File: config.mk
export PLATFORM = sky130hd
export DESIGN_NAME = pipeline_hazard_ctrl
export DESIGN_NICKNAME = d
export VERILOG_FILES = /design/src/rtl/pipeline_hazard_ctrl.sv
export SDC_FILE = /design/constraint.sdc
export NUM_CORES = 1
export LEC_CHECK = 0
export ABC_AREA = 1
export CORE_ASPECT_RATIO = 0.75
export CORE_UTILIZATION = 50
export CTS_CLUSTER_DIAMETER = 40
export DETAILED_ROUTE_END_ITERATION = 8
export DONT_BUFFER_PORTS = 1
export MAX_ROUTING_LAYER = met4
export PLACE_DENSITY = 0.62
export SYNTH_ARGS = -nofsm -noshare
export SYNTH_HDL_FRONTEND = slang
export SYNTH_SLANG_ARGS = --single-unit
File: constraint.sdc
create_clock -name CLOCK -period 3 [get_ports CLOCK]
set_input_delay 0.45 -clock CLOCK [delete_from_list [all_inputs] [get_ports CLOCK]]
set_output_delay 0.45 -clock CLOCK [all_outputs]
set_load 0.02 [all_outputs]
File: src/rtl/pipeline_hazard_ctrl.sv
// pipeline_hazard_ctrl: stall/flush controller for the IF/ID/EXE/MEM/WB pipeline.
// Provides issue-interval ring gating, register-0 filtered hazard matching,
// load-use and branch-operand hazards, and a data-memory wait handshake with a
// sticky watchdog flag.
// Optional feature macro: HAZARD_STATS_EN builds the STALL_CNT/MEMWAIT_CNT
// statistics counters; when undefined both outputs are tied to zero.
module pipeline_hazard_ctrl #(
    parameter int unsigned REG_W          = 5,
    parameter int unsigned ISSUE_INTERVAL = 5,
    parameter int unsigned MEM_TIMEOUT    = 15,
    parameter int unsigned STAT_W         = 32
) (
    input  logic              CLOCK,
    input  logic              RESET,
    input  logic              ID_Jump_IN,
    input  logic              ID_Branch_IN,
    input  logic [REG_W-1:0]  ID_RegRS_IN,
    input  logic [REG_W-1:0]  ID_RegRT_IN,
    input  logic [REG_W-1:0]  IDEXE_WriteReg_IN,
    input  logic              IDEXE_WriteEn_IN,
    input  logic              IDEXE_MemRead_IN,
    input  logic [REG_W-1:0]  EXEMEM_WriteReg_IN,
    input  logic              EXEMEM_MemRead_IN,
    input  logic              EXEMEM_MemAcc_IN,
    input  logic              MEM_Ready_IN,
    output logic              STALL_IFID,
    output logic              FLUSH_IFID,
    output logic              STALL_IDEXE,
    output logic              FLUSH_IDEXE,
    output logic              STALL_EXEMEM,
    output logic              FLUSH_EXEMEM,
    output logic              STALL_MEMWB,
    output logic              FLUSH_MEMWB,
    output logic              ISSUE_SLOT,
    output logic              MEM_TIMEOUT_ERR,
    output logic [STAT_W-1:0] STALL_CNT,
    output logic [STAT_W-1:0] MEMWAIT_CNT
);

    localparam int unsigned WD_W = $clog2(MEM_TIMEOUT + 1);

    typedef enum logic [0:0] {
        ST_RUN     = 1'b0,
        ST_MEMWAIT = 1'b1
    } state_e;

    state_e                    state_q, state_d;
    logic [ISSUE_INTERVAL-1:0] ring_q, ring_d, ring_rot_c;
    logic [WD_W-1:0]           wd_q, wd_d, wd_inc_c;
    logic                      err_q, err_d, err_set_c;
    logic                      memwait_c, hazard_c, gate_c;
    logic                      match_ie_c, match_em_c, loaduse_c, brhaz_c;
    logic                      stall_ifid_c, flush_ifid_c, stall_idexe_c, flush_idexe_c;
    logic                      stall_exemem_c, flush_exemem_c, stall_memwb_c, flush_memwb_c;

    // Register match that ignores register 0 (hard-wired zero never carries a dependency).
    function automatic logic reg_match(input logic [REG_W-1:0] a, input logic [REG_W-1:0] b);
        return (a == b) && (a != '0);
    endfunction

    // Hazard and wait conditions, evaluated in the current cycle.
    always_comb begin
        match_ie_c = reg_match(IDEXE_WriteReg_IN, ID_RegRS_IN) | reg_match(IDEXE_WriteReg_IN, ID_RegRT_IN);
        match_em_c = reg_match(EXEMEM_WriteReg_IN, ID_RegRS_IN) | reg_match(EXEMEM_WriteReg_IN, ID_RegRT_IN);
        memwait_c  = EXEMEM_MemAcc_IN & ~MEM_Ready_IN;
        loaduse_c  = IDEXE_MemRead_IN & IDEXE_WriteEn_IN & match_ie_c;
        brhaz_c    = (ID_Jump_IN | ID_Branch_IN) &
                     ((IDEXE_WriteEn_IN & match_ie_c) | (EXEMEM_MemRead_IN & match_em_c));
        hazard_c   = loaduse_c | brhaz_c;
        gate_c     = (ISSUE_INTERVAL > 1) && !ring_q[0];
    end

    // Left rotation of the issue ring; a single-slot ring never changes.
    generate
        if (ISSUE_INTERVAL > 1) begin : g_ring_rot
            assign ring_rot_c = {ring_q[ISSUE_INTERVAL-2:0], ring_q[ISSUE_INTERVAL-1]};
        end else begin : g_ring_fixed
            assign ring_rot_c = ring_q;
        end
    endgenerate

    // FSM state register.
    always_ff @(posedge CLOCK or posedge RESET) begin
        if (RESET) begin
            state_q <= ST_RUN;
        end else begin
            state_q <= state_d;
        end
    end

    // FSM next state: stay in MEMWAIT until the memory reports ready.
    always_comb begin
        state_d = state_q;
        case (state_q)
            ST_RUN:     if (memwait_c)  state_d = ST_MEMWAIT;
            ST_MEMWAIT: if (!memwait_c) state_d = ST_RUN;
            default:    state_d = ST_RUN;
        endcase
    end

    // FSM outputs: memory wait dominates hazards, which dominate issue gating.
    always_comb begin
        stall_ifid_c   = 1'b0;
        flush_ifid_c   = 1'b0;
        stall_idexe_c  = 1'b0;
        flush_idexe_c  = 1'b0;
        stall_exemem_c = 1'b0;
        flush_exemem_c = 1'b0;
        stall_memwb_c  = 1'b0;
        flush_memwb_c  = 1'b0;
        if (memwait_c) begin
            stall_ifid_c   = 1'b1;
            stall_idexe_c  = 1'b1;
            stall_exemem_c = 1'b1;
            flush_memwb_c  = 1'b1;
        end else if (hazard_c) begin
            stall_ifid_c  = 1'b1;
            flush_idexe_c = 1'b1;
        end else if (gate_c) begin
            stall_ifid_c = 1'b1;
            flush_ifid_c = 1'b1;
        end
    end

    // Ring and watchdog next state; both hold or restart around memory waits.
    always_comb begin
        ring_d    = memwait_c ? ring_q : ring_rot_c;
        wd_inc_c  = WD_W'(1);
        if (state_q == ST_MEMWAIT) begin
            wd_inc_c = (wd_q == WD_W'(MEM_TIMEOUT)) ? wd_q : wd_q + WD_W'(1);
        end
        wd_d      = memwait_c ? wd_inc_c : '0;
        err_set_c = memwait_c && (wd_inc_c == WD_W'(MEM_TIMEOUT));
        err_d     = err_q | err_set_c;
    end

    // Ring, watchdog and sticky error registers.
    always_ff @(posedge CLOCK or posedge RESET) begin
        if (RESET) begin
            ring_q <= ISSUE_INTERVAL'(1);
            wd_q   <= '0;
            err_q  <= 1'b0;
        end else begin
            ring_q <= ring_d;
            wd_q   <= wd_d;
            err_q  <= err_d;
        end
    end

    assign STALL_IFID      = stall_ifid_c   & ~RESET;
    assign FLUSH_IFID      = flush_ifid_c   & ~RESET;
    assign STALL_IDEXE     = stall_idexe_c  & ~RESET;
    assign FLUSH_IDEXE     = flush_idexe_c  & ~RESET;
    assign STALL_EXEMEM    = stall_exemem_c & ~RESET;
    assign FLUSH_EXEMEM    = flush_exemem_c & ~RESET;
    assign STALL_MEMWB     = stall_memwb_c  & ~RESET;
    assign FLUSH_MEMWB     = flush_memwb_c  & ~RESET;
    assign ISSUE_SLOT      = ring_q[0];
    assign MEM_TIMEOUT_ERR = (err_q | err_set_c) & ~RESET;

`ifdef HAZARD_STATS_EN
    logic [STAT_W-1:0] stall_cnt_q, stall_cnt_d;
    logic [STAT_W-1:0] memwait_cnt_q, memwait_cnt_d;

    // Statistics next state: hazard cycles and memory-wait cycles, wrapping.
    always_comb begin
        stall_cnt_d   = stall_cnt_q;
        memwait_cnt_d = memwait_cnt_q;
        if (memwait_c) begin
            memwait_cnt_d = memwait_cnt_q + STAT_W'(1);
        end else if (hazard_c) begin
            stall_cnt_d = stall_cnt_q + STAT_W'(1);
        end
    end

    // Statistics registers.
    always_ff @(posedge CLOCK or posedge RESET) begin
        if (RESET) begin
            stall_cnt_q   <= '0;
            memwait_cnt_q <= '0;
        end else begin
            stall_cnt_q   <= stall_cnt_d;
            memwait_cnt_q <= memwait_cnt_d;
        end
    end

    assign STALL_CNT   = stall_cnt_q;
    assign MEMWAIT_CNT = memwait_cnt_q;
`else
    assign STALL_CNT   = '0;
    assign MEMWAIT_CNT = '0;
`endif

endmodule

* After elaboration in Yosys (flattened, before gate mapping)
Index checks and enable logic that the tools add are counted.
** Storage, ports and cells
- Flip-flop bits (word level) :: 11
- Input bits :: 29
- Output and inout port bits :: 74
- Word-level logic and storage cells :: 48
** Cells by class
- Add/sub/neg operators :: 1
- Equality and inequality tests :: 6
- Muxes and demuxes :: 11
- Bitwise operators :: 19
- Reductions and logical operators :: 7
** Operators with widths (number)
- $eq 5x5->1 :: 4
- $mux 4 :: 3
- $and 1x1->1 :: 11
- $reduce_bool 5->1 :: 2
- $eq 4x4->1 const B :: 2
- $mux 1 :: 8
- $or 1x1->1 :: 6
- $logic_and 1x1->1 :: 5
- $add 4x1->4 const B :: 1
- $not 1->1 :: 2

* Longest topological paths before layout
- Word-level depth :: 10
- Mapped depth :: 10

* Worst setup path before layout
OpenSTA, ideal clock, no wires.
- Path type :: input port to output port
- Start point :: input port EXEMEM_MemAcc_IN
- End point :: output port STALL_EXEMEM
- Data arrival time :: 1.438 ns
- Required time :: 2.550 ns
- Path slack :: 1.112 ns
- Cell stages on the path :: 6
- Cells stage by stage :: inv_1 -> nor2_4 -> inv_2 -> buf_4 -> nor2_1 -> buf_4
** Between the ends
- Longest elaborated chain between the ends :: 3
** Ends and longest elaborated chain
- from (decl) :: line 24 : input logic EXEMEM_MemAcc_IN,
- $and 1x1->1 :: line 65 : memwait_c = EXEMEM_MemAcc_IN & ~MEM_Ready_IN;
- $mux 1
- net flush_memwb_c :: line 54 : logic stall_exemem_c, flush_exemem_c, stall_memwb_c, flush_memwb_c;
- $and 1x1->1
- to (decl) :: line 30 : output logic STALL_EXEMEM,
The timed path passes the listed nets, and every way through them passes these cells.

* Final worst setup path
- Start point :: register wd_q[0]
- End point :: output port MEM_TIMEOUT_ERR
** Between the ends
- Longest elaborated chain between the ends :: 7
- Elaborated cells between the ends (all ways) :: 8
- Those cells by class :: 1 x add/sub; 2 x eq/ne; 2 x mux; 2 x bitwise; 1 x reduce/logical
** Ends and longest elaborated chain
- from (decl) :: line 49 : logic [WD_W-1:0] wd_q, wd_d, wd_inc_c;
- from (signal assigned) :: line 145 : wd_q <= wd_d;
- $add 4x1->4 / $eq 4x4->1 (equally long branches) :: line 130 : wd_inc_c = (wd_q == WD_W'(MEM_TIMEOUT)) ? wd_q : wd_q + WD_W'(1);
- $mux 4 (*) :: line 130
- $mux 4 (*) :: line 129 : if (state_q == ST_MEMWAIT) begin
- $eq 4x4->1 (*) :: line 133 : err_set_c = memwait_c && (wd_inc_c == WD_W'(MEM_TIMEOUT));
- $logic_and 1x1->1 (*) :: line 133
- $or 1x1->1 (*) :: line 159 : assign MEM_TIMEOUT_ERR = (err_q | err_set_c) & ~RESET;
- $and 1x1->1 (*) :: line 159
- to (decl) :: line 35 : output logic MEM_TIMEOUT_ERR,
Mark *: on every way between the ends. The rest lies on a longest branch, timed or not.

==> impl_metrics.yaml <==
route:
  top_layer_used: "met4"
  vias_per_cell: 3.96
  vias: 1072
  wirelength_met1_microns: 1070
  met3_length_microns: 222
  firstDrtPassIters: 4
  drtAntennaViolNets: 0
  wl_met2_microns: 925
  drt_wl_total_microns: 2230
  drtIter0Drc: 48
  drcViolationCount: 0
  post_drt_wl_per_cell_microns: 8.24
run_status:
  status: "finished, final reports clean"
grt:
  track_usage_pct: 15.5
  antenna_found_initial: 0
  grt_pass1_vias: 846
  grt_pass1_wl_microns: 3670
  overflow: 0
  grt_max_degree: 13
timing:
  timing.hold.ws_ns: 0.113
  tns_ns: 0
  fin_crit_ns: 2.15
  finalCritPeriodShare_pct: 71.6
  rsz0062_at_grt: "no"
  clock_skew_ns: 0.000509
  slew_violations: 0
  hold_viol: 0
  setup_viol: 0
  clock.fmax_ghz: 0.465
clock_tree:
  cts_root_buf: "clkbuf_8"
  cts.sinks: 11
  post_cts_resized: 0
  cts_max_path_buffers: 2
  cts_buffers: 3
  clkTransAtPathRegs_ns: 0.05
  worstSkewPairLatency_ns: 0.23
  cts_setup_buffers: 0
  cts_tree: "done"
  h-tree-depth: 1
  cts-hold-fix-buffers: 0
cells_and_area:
  layout_common_cells: "66 x conb_1, 59 x nand2_1, 25 x inv_1"
  n_antenna_cell: 0
  final_util_pct: 48.4
  nets: 266
  syn_to_final_growth_pct: -11.4
  final_common_cell: "conb_1"
  drive_gt1_share_pct: 11.9
power_and_ir_drop:
  swShare_pct: 39.7
  power_density_nw_per_um2: 369
  power_uw: 487
  power.leakage_nw: 0.822
  internal-power_uw: 294
  pwr-share-comb_pct: 33.5
  power.switching_uw: 193
  seq_power_share_pct: 36.7
  power_frac_clock_pct: 29.8
  ir_drop_mv: 0.224
flow_run:
  maxCapViolations: 0
synth:
  postSynth.asyncResetShare_pct: 100
  syn_inst: 233
  syn-cell-area_sq_um: 1490
  synth-seq-cells: 11
  seq_area_frac_synth_pct: 18.6
  yosysTopAreaCell: "buf_4"
  synth_top_area_share_pct: 34.8
  ys_warn_count: 0
  ys.flop_type: "dfrtp_1"
  avgSynthCellArea_sq_um: 6.38
  synth-edff-count: 0
  synth_top_cells_by_area: "buf_4 35%, dfrtp_1 17%, nand2_1 15%, inv_1 6.3%, nor2_1 4.0%"
  synth.distinct_cells: 22
floorplanning:
  top_level_ports: 103
  initial_core_util_pct: 54.6
  die_area_sq_um: 3200
  num_rows: 16
  die_h_microns: 49.2
  die_w_microns: 65.0
  core-area_sq_um: 2720
setup_path:
  crit_slowest_cell: "dfrtp_1"
  reg2reg_depth: 9
  cp_common_cell: "nor2_2"
  reg2reg_from: "wd_q[0]"
  arrival_ns: 1.70
  required_ns: 2.55
  path_cells: "ha_1, nand2_1, inv_1, a21oi_1, nand3_2, nor2_2, nor2_2, nor2_2"
  start_kind: "register"
  crit_path_max_fanout: 3
  setup.worst_path.end_class: "primary output"
  max_stage_delay_ns: 0.40
  crit_type: "register to primary output"
  startpoint: "wd_q[0]"
place:
  gp_congestion: 0.812
  numPortBuffers: 0
  dpl.hpwl_microns: 1940
min_path:
  hold_path_class: "input port to async pin"
## critical path, delay by kind of cell, from the launching register on
kind	cells	cell delay, ns
and+or+nand+nor	5	0.54
DFF	1	0.40
adders and majority gates	1	0.24
AOI/OAI and AO/OA	1	0.23
buffers and inverters	1	0.05
## cell type report
cell class	instances	area [sq um]
Fill cell	314	1400
Clock buffer	4	45.0
Tap cell	36	45.0
Inverter	34	128
Sequential cell	11	277
Timing Repair Buffer	2	15.0
Multi-Input combinational cell	184	810
## registers in the layout, indices dropped and copies added, names as in the netlist
register	count
err_q	1
ring_q	5
state_q	1
wd_q	4
## power groups by stage
| stage | clock network, mW | registers (mW) | logic (mW) |
|---|---|---|---|
| 6_report | 0.145 | 0.179 | 0.163 |
| 4_1_cts | 0.150 | 0.179 | 0.163 |
| 2_1_floorplan | 0 | 0.179 | 0.216 |
| 3_5_place_dp | 0 | 0.181 | 0.162 |
| 3_3_place_gp | 0 | 0.181 | 0.162 |
| 5_1_grt | 0.160 | 0.180 | 0.184 |
## per-layer routing
layer	global-route usage, %	vias to the layer above
met5	-	-
met4	3.33	0
met3	5.37	2
met2	22.0	70
met1	20.9	434
li1	-	566
## path summary, 6_finish.rpt
kind	end	slack [ns]
setup reg to reg	err_q	1.53
setup / recovery	MEM_TIMEOUT_ERR	0.85
hold reg to reg	err_q	0.46
hold / removal	wd_q[3]	0.11
min in group CLOCK	state_q	0.31
max in group asynchronous	ring_q[0]	2.66
## synthesized netlist by cell type, types with 3 or more instances
master   instances
a21oi_1          3
buf_4           69
dfrtp_1         10
inv_1           25
inv_2            9
nand2_1         59
nand2_2          3
nand3_1          9
nor2_1          16
nor2_2           4
nor3_1           5
o21ai_0          6
xnor2_1          4
## per-stage QoR
| step | cell area, sq um | instances | setup slack, ns |
|---|---|---|---|
| floorplan | 1730 | 298 | 1.11 |
| global placement | 1270 | 267 | 1.11 |
| detailed placement | 1270 | 267 | 1.10 |
| CTS | 1320 | 271 | 0.848 |
| global route | 1320 | 271 | 0.706 |
| finish | 1320 | 271 | 0.851 |
## logic make-up after synthesis
| kind of cell | after synthesis | share of synthesized area (%) |
|---|---|---|
| buf+inv | 103 | 43.4 |
| simple gates | 100 | 29.4 |
| compound gates | 12 | 4.54 |
| flops | 11 | 18.6 |
| xor+xnor | 5 | 2.94 |
| fa+ha+maj | 1 | 0.841 |
| other cells | 1 | 0.252 |
(Power assumes the default switching activity.)
